==> src/rtl/motor_ramp_ctrl.sv <==
// Purpose  : sequences the PWM motor datapath by slewing the duty nybble toward a commanded target, with dead time on reversal and a brake override.
// Latency  : a command is registered on the cmd_valid edge, and the FSM acts on it one cycle later; each duty step takes RAMP_TICKS cycles.
// Backpress: none; commands are always accepted, and the last write wins.
//
// Ports
//   clk        system clock
//   rst        synchronous, active-high reset
//   cmd_valid  1-cycle strobe qualifying cmd
//   cmd        [3:0] target duty, [4] dir (1=CW), [5] brake, [7:6] ignored
//   duty       4-bit duty nybble to the PWM generator
//   dir        direction currently driven
//   drive_en   1 = motor pins may be driven by PWM
//   brake      1 = brake asserted
//   busy       1 = outputs have not yet reached the commanded target
//   state      FSM state: IDLE=0, RUN=1, DEAD=2, BRAKE=3
module motor_ramp_ctrl #(
  parameter int unsigned RAMP_TICKS = 1_000_000,
  parameter int unsigned DEAD_TICKS = 2_000_000
) (
  input  logic       clk,
  input  logic       rst,
  input  logic       cmd_valid,
  input  logic [7:0] cmd,
  output logic [3:0] duty,
  output logic       dir,
  output logic       drive_en,
  output logic       brake,
  output logic       busy,
  output logic [1:0] state
);

  typedef enum logic [1:0] {
    ST_IDLE  = 2'd0,
    ST_RUN   = 2'd1,
    ST_DEAD  = 2'd2,
    ST_BRAKE = 2'd3
  } state_e;

  localparam logic [31:0] RAMP_LAST = 32'(RAMP_TICKS - 1);
  localparam logic [31:0] DEAD_LAST = 32'(DEAD_TICKS - 1);

  // Registered command target
  logic [3:0]  tgt_duty_q;
  logic        tgt_dir_q;
  logic        tgt_brake_q;

  // FSM and datapath registers
  state_e      state_q,    state_d;
  logic [3:0]  duty_q,     duty_d;
  logic        dir_q,      dir_d;
  logic        drive_en_q, drive_en_d;
  logic        brake_q,    brake_d;
  logic [31:0] step_cnt_q, step_cnt_d;
  logic [31:0] dead_cnt_q, dead_cnt_d;

  // A direction mismatch while running means ramp down to zero before reversing.
  logic        dir_flip;
  logic [3:0]  goal;

  // The top two command bits carry no meaning for this block.
  logic        unused_cmd_bits;
  assign unused_cmd_bits = ^cmd[7:6];

  assign dir_flip = (tgt_dir_q != dir_q);
  assign goal     = dir_flip ? 4'd0 : tgt_duty_q;

  // ------------------------------------------------------------------
  // Command capture
  // ------------------------------------------------------------------
  always_ff @(posedge clk) begin
    if (rst) begin
      tgt_duty_q  <= 4'd0;
      tgt_dir_q   <= 1'b0;
      tgt_brake_q <= 1'b0;
    end else if (cmd_valid) begin
      tgt_duty_q  <= cmd[3:0];
      tgt_dir_q   <= cmd[4];
      tgt_brake_q <= cmd[5];
    end
  end

  // ------------------------------------------------------------------
  // State register
  // ------------------------------------------------------------------
  always_ff @(posedge clk) begin
    if (rst) begin
      state_q    <= ST_IDLE;
      duty_q     <= 4'd0;
      dir_q      <= 1'b0;
      drive_en_q <= 1'b0;
      brake_q    <= 1'b0;
      step_cnt_q <= 32'd0;
      dead_cnt_q <= 32'd0;
    end else begin
      state_q    <= state_d;
      duty_q     <= duty_d;
      dir_q      <= dir_d;
      drive_en_q <= drive_en_d;
      brake_q    <= brake_d;
      step_cnt_q <= step_cnt_d;
      dead_cnt_q <= dead_cnt_d;
    end
  end

  // ------------------------------------------------------------------
  // Next-state and datapath logic
  // ------------------------------------------------------------------
  always_comb begin
    state_d    = state_q;
    duty_d     = duty_q;
    dir_d      = dir_q;
    drive_en_d = drive_en_q;
    brake_d    = brake_q;
    step_cnt_d = step_cnt_q;
    dead_cnt_d = dead_cnt_q;

    unique case (state_q)
      ST_IDLE: begin
        duty_d     = 4'd0;
        drive_en_d = 1'b0;
        brake_d    = 1'b0;
        if (tgt_brake_q) begin
          state_d = ST_BRAKE;
          brake_d = 1'b1;
        end else if (tgt_duty_q != 4'd0) begin
          state_d    = ST_RUN;
          dir_d      = tgt_dir_q;
          drive_en_d = 1'b1;
          step_cnt_d = 32'd0;
        end
      end

      ST_RUN: begin
        if (tgt_brake_q) begin
          state_d    = ST_BRAKE;
          duty_d     = 4'd0;
          drive_en_d = 1'b0;
          brake_d    = 1'b1;
          step_cnt_d = 32'd0;
        end else if (duty_q == goal) begin
          // Settled: the timer rests at zero so the next step is a full period away.
          step_cnt_d = 32'd0;
          if (duty_q == 4'd0) begin
            // Zero duty with a matching direction means a zero command: stop without dead time.
            drive_en_d = 1'b0;
            if (dir_flip) begin
              state_d    = ST_DEAD;
              dead_cnt_d = 32'd0;
            end else begin
              state_d = ST_IDLE;
            end
          end
        end else if (step_cnt_q == RAMP_LAST) begin
          step_cnt_d = 32'd0;
          duty_d     = (duty_q < goal) ? duty_q + 4'd1 : duty_q - 4'd1;
        end else begin
          step_cnt_d = step_cnt_q + 32'd1;
        end
      end

      ST_DEAD: begin
        duty_d     = 4'd0;
        drive_en_d = 1'b0;
        if (tgt_brake_q) begin
          state_d = ST_BRAKE;
          brake_d = 1'b1;
        end else if (dead_cnt_q == DEAD_LAST) begin
          state_d    = ST_IDLE;
          dead_cnt_d = 32'd0;
        end else begin
          dead_cnt_d = dead_cnt_q + 32'd1;
        end
      end

      ST_BRAKE: begin
        duty_d     = 4'd0;
        drive_en_d = 1'b0;
        brake_d    = 1'b1;
        // Releasing the brake always costs a full dead time before driving again.
        if (!tgt_brake_q) begin
          state_d    = ST_DEAD;
          brake_d    = 1'b0;
          dead_cnt_d = 32'd0;
        end
      end

      default: begin
        state_d = ST_IDLE;
      end
    endcase
  end

  // ------------------------------------------------------------------
  // Outputs
  // ------------------------------------------------------------------
  assign duty     = duty_q;
  assign dir      = dir_q;
  assign drive_en = drive_en_q;
  assign brake    = brake_q;
  assign state    = state_q;

  assign busy = (state_q == ST_DEAD)
             || ((state_q == ST_RUN)  && ((duty_q != tgt_duty_q) || dir_flip))
             || ((state_q == ST_IDLE) && (tgt_duty_q != 4'd0) && !tgt_brake_q);

endmodule

==> config.mk <==
export PLATFORM = sky130hd
export DESIGN_NAME = motor_ramp_ctrl
export DESIGN_NICKNAME = d
export VERILOG_FILES = /design/src/rtl/motor_ramp_ctrl.sv
export SDC_FILE = /design/constraint.sdc
export NUM_CORES = 1
export LEC_CHECK = 0
export ABC_AREA = 0
export BUFFER_PORTS_ARGS = -buffer_cell sky130_fd_sc_hd__buf_2
export CORE_MARGIN = 3
export CORE_UTILIZATION = 30
export DETAILED_ROUTE_END_ITERATION = 10
export GPL_TIMING_DRIVEN = 1
export PLACE_DENSITY = 0.41
export SLEW_MARGIN = 20
export SYNTH_ARGS = -nofsm -noshare
export SYNTH_HDL_FRONTEND = slang
export SYNTH_SLANG_ARGS = --single-unit
==> constraint.sdc <==
create_clock -name clk -period 8.1 [get_ports clk]
set_input_delay 0.81 -clock clk [delete_from_list [all_inputs] [get_ports clk]]
set_output_delay 0.81 -clock clk [all_outputs]
set_load 0.05 [all_outputs]
## Word-level counts from Yosys, hierarchy flattened

Cells that the tools add are included.

- Register bits: 79
- Latch bits: 0
- Bits in writable memories: 0
- Bits in read-only memories: 0
- Input bits: 11
- Output and inout port bits: 10
- Word-level logic and storage cells: 100
- Memories kept: 0

- $add $sub $neg: 4
- Multipliers: 0
- Divide/modulo/power cells: 0
- $lt $le $gt $ge: 1
- Equal/unequal tests: 23
- Shift-type cells: 0
- Muxes and demuxes: 39
- Bitwise gates (word level): 1
- Reduce and logical (&&, ||, !) cells: 22

Operators with widths:

| kind | count |
|---|---|
| 2-to-1 mux 32 bit | 12 |
| one-hot mux 32 bit (3 select lines) | 1 |
| adder 32 x 1 -> 32 bit (second input constant) | 2 |
| one-hot mux 32 bit (2 select lines) | 1 |
| equality test 32 x 20 -> 1 bit (second input constant) | 1 |
| equality test 32 x 21 -> 1 bit (second input constant) | 1 |
| 2-to-1 mux 4 bit | 5 |
| 2-to-1 mux 2 bit | 9 |
| != test 3 bit (second input constant) | 6 |
| != test 2 bit (second input constant) | 8 |
| one-hot mux 2 bit (4 select lines) | 1 |
| one-hot mux 4 bit (2 select lines) | 1 |
| 2-to-1 mux 1 bit | 7 |
| AND reduction 7 bit | 1 |
| AND reduction 3 bit | 2 |
| OR reduction 2 bit | 3 |
| AND reduction 5 bit | 1 |
| adder 4 x 1 -> 4 bit (second input constant) | 1 |
| equality test 2 bit (second input constant) | 2 |
| equality test 4 bit | 1 |
| zero test 4 bit | 1 |
| < comparator 4 bit | 1 |
| != test 4 bit | 1 |
| AND reduction 2 bit | 2 |
| other kinds (15) | 19 |

## Logic depth before layout (Yosys ltp)

- Depth in word-level cells: 8
- Gate-level depth with buffers: 12
- Gate-level depth less buffers: 12

## Worst setup path after synthesis

Ideal clock, no wire load.

- Kind: register to register
- Start: register dir_q (netlist: dir)
- End: register duty_q[3] (netlist: duty[3])
- Setup time: 72 ps
- Arrival: 2920 ps
- Required time: 8028 ps
- Setup slack: 5108 ps
- Stages on the path, launching flop included: 13
- Buffers on the path: 0
- Period minus slack after synthesis: 2992 ps
- Path through: dfxtp_1 xnor2_1 nand2_1 ha_1 nor2b_1 o211ai_1 nand2_1 ha_1 a21o_1 a21o_1 a21o_1 a21boi_0 mux2i_1

- Word-level cells in the longest chain between the ends: 8
- Elaborated cells between the ends (all ways): 11
- Those cells by class: 1 x order compare; 3 x eq/ne; 6 x mux; 1 x reduce/logical

RTL lines:

| what | RTL line | text |
|---|---|---|
| start: declaration | 50 | `logic dir_q, dir_d;` |
| start signal: assignment | 97 | `dir_q <= dir_d;` |
| != test 1 bit * | 64 | `assign dir_flip = (tgt_dir_q != dir_q);` |
| 2-to-1 mux 4 bit * | 65 | `assign goal = dir_flip ? 4'd0 : tgt_duty_q;` |
| < comparator 4 bit | 155 | `duty_d = (duty_q < goal) ? duty_q + 4'd1 : duty_q - 4'd1;` |
| 2-to-1 mux 4 bit | 155 |  |
| 2-to-1 mux 4 bit | 153 | `end else if (step_cnt_q == RAMP_LAST) begin` |
| 2-to-1 mux 4 bit | 140 | `end else if (duty_q == goal) begin` |
| 2-to-1 mux 4 bit | 134 | `if (tgt_brake_q) begin` |
| one-hot mux 4 bit (2 select lines) | 117 | `unique case (state_q)` |
| end signal: assignment | 96 | `duty_q <= duty_d;` |
| end: declaration | 49 | `logic [3:0] duty_q, duty_d;` |

Mark *: on every way between the ends. The rest lies on a longest branch, timed or not. The select of a mux whose other input is x is not followed.
A chain may end at the register's enable or synchronous reset.

## Worst setup path in the final report

- Start: register tgt_dir_q
- End: register dead_cnt_q[29]

- Word-level cells in the longest chain between the ends: 5
- Elaborated cells between the ends (all ways): 6
- Those cells by class: 4 x eq/ne; 1 x mux; 1 x reduce/logical

RTL lines:

| what | RTL line | text |
|---|---|---|
| start: declaration | 44 | `logic tgt_dir_q;` |
| start signal: assignment | 77 | `tgt_dir_q <= cmd[4];` |
| != test 1 bit * | 64 |  |
| 2-to-1 mux 4 bit | 65 |  |
| equality test 4 bit | 140 |  |
| != test 2 bit (no line) | - |  |
| AND reduction 7 bit (no line) * | - |  |
| end signal: assignment | 101 | `dead_cnt_q <= dead_cnt_d;` |
| end: declaration | 54 | `logic [31:0] dead_cnt_q, dead_cnt_d;` |

Mark *: on every way between the ends. The rest lies on a longest branch, timed or not.

==> results.md <==
* Run status: complete, no violations
* Switching share of power at 29.2%
* MaxCap Viol Count at 0
* CP bufs+invs at 0
* R2R Path End: dead_cnt_q[29]$_SDFFE_PP0P_
* DR vias/cell at 5.41
* #FFs+latches synth at 79
* Largest cells by area after synthesis: dfxtp_1 (37%), xnor2_1 (5.0%), or3_1 (4.0%)
* Most frequent CP cell: nand4_1
* Final setup viols at 0
* Cell count after synthesis at a little under 500
* WP data arrival at 4.24 ns
* Slew at the pin with the worst max-slew slack at 0.990 ns
* EDFF count, synth at 0
* CTS resizes at 0
* Combinational share of power at 17.9%
* Setup bufs post-CTS at 0
* Hold Path Class: flip-flop to flip-flop
* Async set-reset flop share out of synthesis at 0%
* Vias post-DR at 3698
* # IOs at 21
* Total GRT Usage at 13.8%
* CP Class: flip-flop to flip-flop
* R2r worst-path depth at 8
* P_int at 737 uW
* Synth top area share at 37.5%
* PwrDens at 218 nW/um2
* Fin area at 4770 um2
* Clock sink total at 79
* Share of cells above drive strength 1 at 9.47%
* Initial antenna violation count at 0
* Syn Area/Cell at 8.54 um2
* Max Clk Rate at 252 MHz
* Slowest cell on crit path: o31ai_2
* Worst Skew at about 0.0071 ns
* Reg2Reg Launch Point: tgt_dir_q$_SDFFE_PP0P_
* Worst hold slack at between 0.4 and 0.5 ns
* Slew Limit Fails at 0
* Detail Route Antenna Nets at 0
* Core Rows at 42
* DIE WIDTH at 125 um
* CP peak stage delay at 0.84 ns
* Critical Path Sink Type: flip-flop
* Syn Std Cell Area at ~4200 um2
* Detailed placement HPWL at a little under 7000 um
* Top Family by Delay on Critical Path: simple AND/OR/NAND/NOR gates
* Sequential cell area fraction in the yosys report at 37.5%
* Slew headroom at 33.1%
* H-tree depth at 3
* Psw at 304 uW
* Worst Hold Depth at 2
* Placeable core region at 13500 um2
* Top FF cell, synth: dfxtp_1
* Setup TNS at 0 ns
* Post-Route WL at around 10000 um
* Share of power burned in registers at 39.3%
* Pre-Repair DR Iteration Count at 4
* CTS buffer count at 9
* Synth-to-layout area growth at 13.1%
* Worst Hold Endpoint: drive_en$_SDFFE_PP0P_
* Top-count cell post-synth: dfxtp_1
* Final Hold Viols at 0
* Violation count after the first detailed-route iteration at 240
* Tcrit/Tclk final at roughly 49%
* Die height at approximately 120 um
* Routed WL per cell at 15.1 um
* Clock tree buffer depth at 2
* Root Buffer Master: clkbuf_16
* Synth cell types at 52
* Worst Path Max Fanout at 16
* First-pass GRT wire length at 17500 um
* Vias in the first global route at 3544
* Placer Congestion at around 0.74
* Startpoint Class: flip-flop
* CTS tree: done
* Data required, critical path at 8.38 ns
* Most frequent cells after synthesis: dfxtp_1 (79), nor2_1 (31), nand2_1 (28)
* Clk_lat worst skew at ~0.35 ns
* Placed instance area at 4450 um2
* IO buf count at 18
* Post-synth net total at 519
* Clock power share at 42.8%
* Total global routing overflow at 0
* Synth Warn # at 0
* DRC viols at 0
* Peak supply drop at 0.0945 mV
* RSZ-0062 raised after global routing: no
* Die area at roughly 16000 um2
* Hold path start: drive_en$_SDFFE_PP0P_
* Pleak at roughly 0.0015 uW
* Clk slew on worst S/H paths at approximately 0.06 ns
* Fin nets at 527
* Worst reg-to-reg setup slack at 4.14 ns
* Diode count at 0
* Crit-path cells: xnor2_1 > nand2_1 > ha_1 > nand4_1 > o31ai_2 > nand4_1 > or3_1 > a21oi_1
* CTS Hold Bufs at 0
* Post-synth top area cell: dfxtp_1
* Min Tclk post-route at ~4.0 ns
* Initial Util at 31.2%
* Largest net degree at the start of global routing at 50
-- layout by cell type (no fill, tap or decap), drive strengths merged, types with 18 or more instances in the layout --
master	n
o21ai	25
nand2	28
buf	20
nor3	23
or3	27
a21oi	24
nand4	20
nor2	31
xnor2	24
nor4	18
dfxtp	79
nand3	24
-- worst min-delay path: stages, from the launching register on --
cell and delay (ns):
dfxtp_1 0.31, nand2_1 0.06, a21oi_1 0.05
-- power by group through the flow --
stage | Combinational [uW] | Clock (uW) | Sequential (uW)
after floorplan | 138 | 0 | 427
after global placement | 186 | 0 | 417
after detailed placement | 188 | 0 | 418
after CTS | 188 | 461 | 409
after global routing | 206 | 479 | 411
final | 187 | 445 | 409
-- registers in the layout, indices dropped and copies added, names as in the netlist --
name	cells
tgt_brake_q	1
dead_cnt_q	32
step_cnt_q	32
state	2
dir	1
brake	1
drive_en	1
duty	4
tgt_duty_q	4
tgt_dir_q	1
-- routing by layer --
layer	up-vias	global-route usage [%]	share of wire (%)
met5	-	0	0
met4	0	5.16	1.9
met3	12	4.37	3.5
met2	62	21.9	46
met1	1763	17.5	49
li1	1861	-	-
-- per-stage QoR --
stage                     cells  worst slack [ns]  utilization [%]  power, uW
final                       683              4.14             35.3       1040
after global routing        683              3.74             35.3       1100
after CTS                   683              4.12             35.3       1060
after detailed placement    667              4.14             32.9        605
after global placement      667              4.20             32.9        603
after floorplan             494              5.11                -        565
-- worst max-delay path by stage --
stage / startpoint / endpoint / slack [ns] / cells past startpoint
2_1_floorplan: dir$_SDFFE_PP0P_ / duty[3]$_SDFFE_PP0P_ / 5.11 / 12
3_3_place_gp: tgt_dir_q$_SDFFE_PP0P_ / dead_cnt_q[29]$_SDFFE_PP0P_ / 4.20 / 8
3_5_place_dp: tgt_dir_q$_SDFFE_PP0P_ / dead_cnt_q[29]$_SDFFE_PP0P_ / 4.14 / 8
4_1_cts: tgt_dir_q$_SDFFE_PP0P_ / dead_cnt_q[29]$_SDFFE_PP0P_ / 4.12 / 8
5_1_grt: tgt_dir_q$_SDFFE_PP0P_ / dead_cnt_q[25]$_SDFFE_PP0P_ / 3.74 / 8
6_report: tgt_dir_q$_SDFFE_PP0P_ / dead_cnt_q[29]$_SDFFE_PP0P_ / 4.14 / 8
-- cell families (layout without fill, tap and decap cells) --
| family | after synthesis | after routing | share of synthesized area (%) |
|---|---|---|---|
| simple gates | 224 | 224 | 30.3 |
| buf+inv | 37 | 50 | 3.65 |
| fa+ha+maj | 14 | 14 | 4.33 |
| mux | 10 | 10 | 2.37 |
| compound gates | 93 | 93 | 14.2 |
| flops | 79 | 79 | 37.5 |
| xor+xnor | 37 | 37 | 7.68 |
-- cell type report --
type | count | area, um2
Multi-Input combinational cell | 378 | 2490
Timing Repair Buffer | 20 | 105
Clock inverter | 3 | 65.1
Sequential cell | 79 | 1580
Tap cell | 176 | 220
Clock buffer | 13 | 260
Inverter | 14 | 52.6
Fill cell | 1365 | 8730
Power figures use the tool's default switching activity.
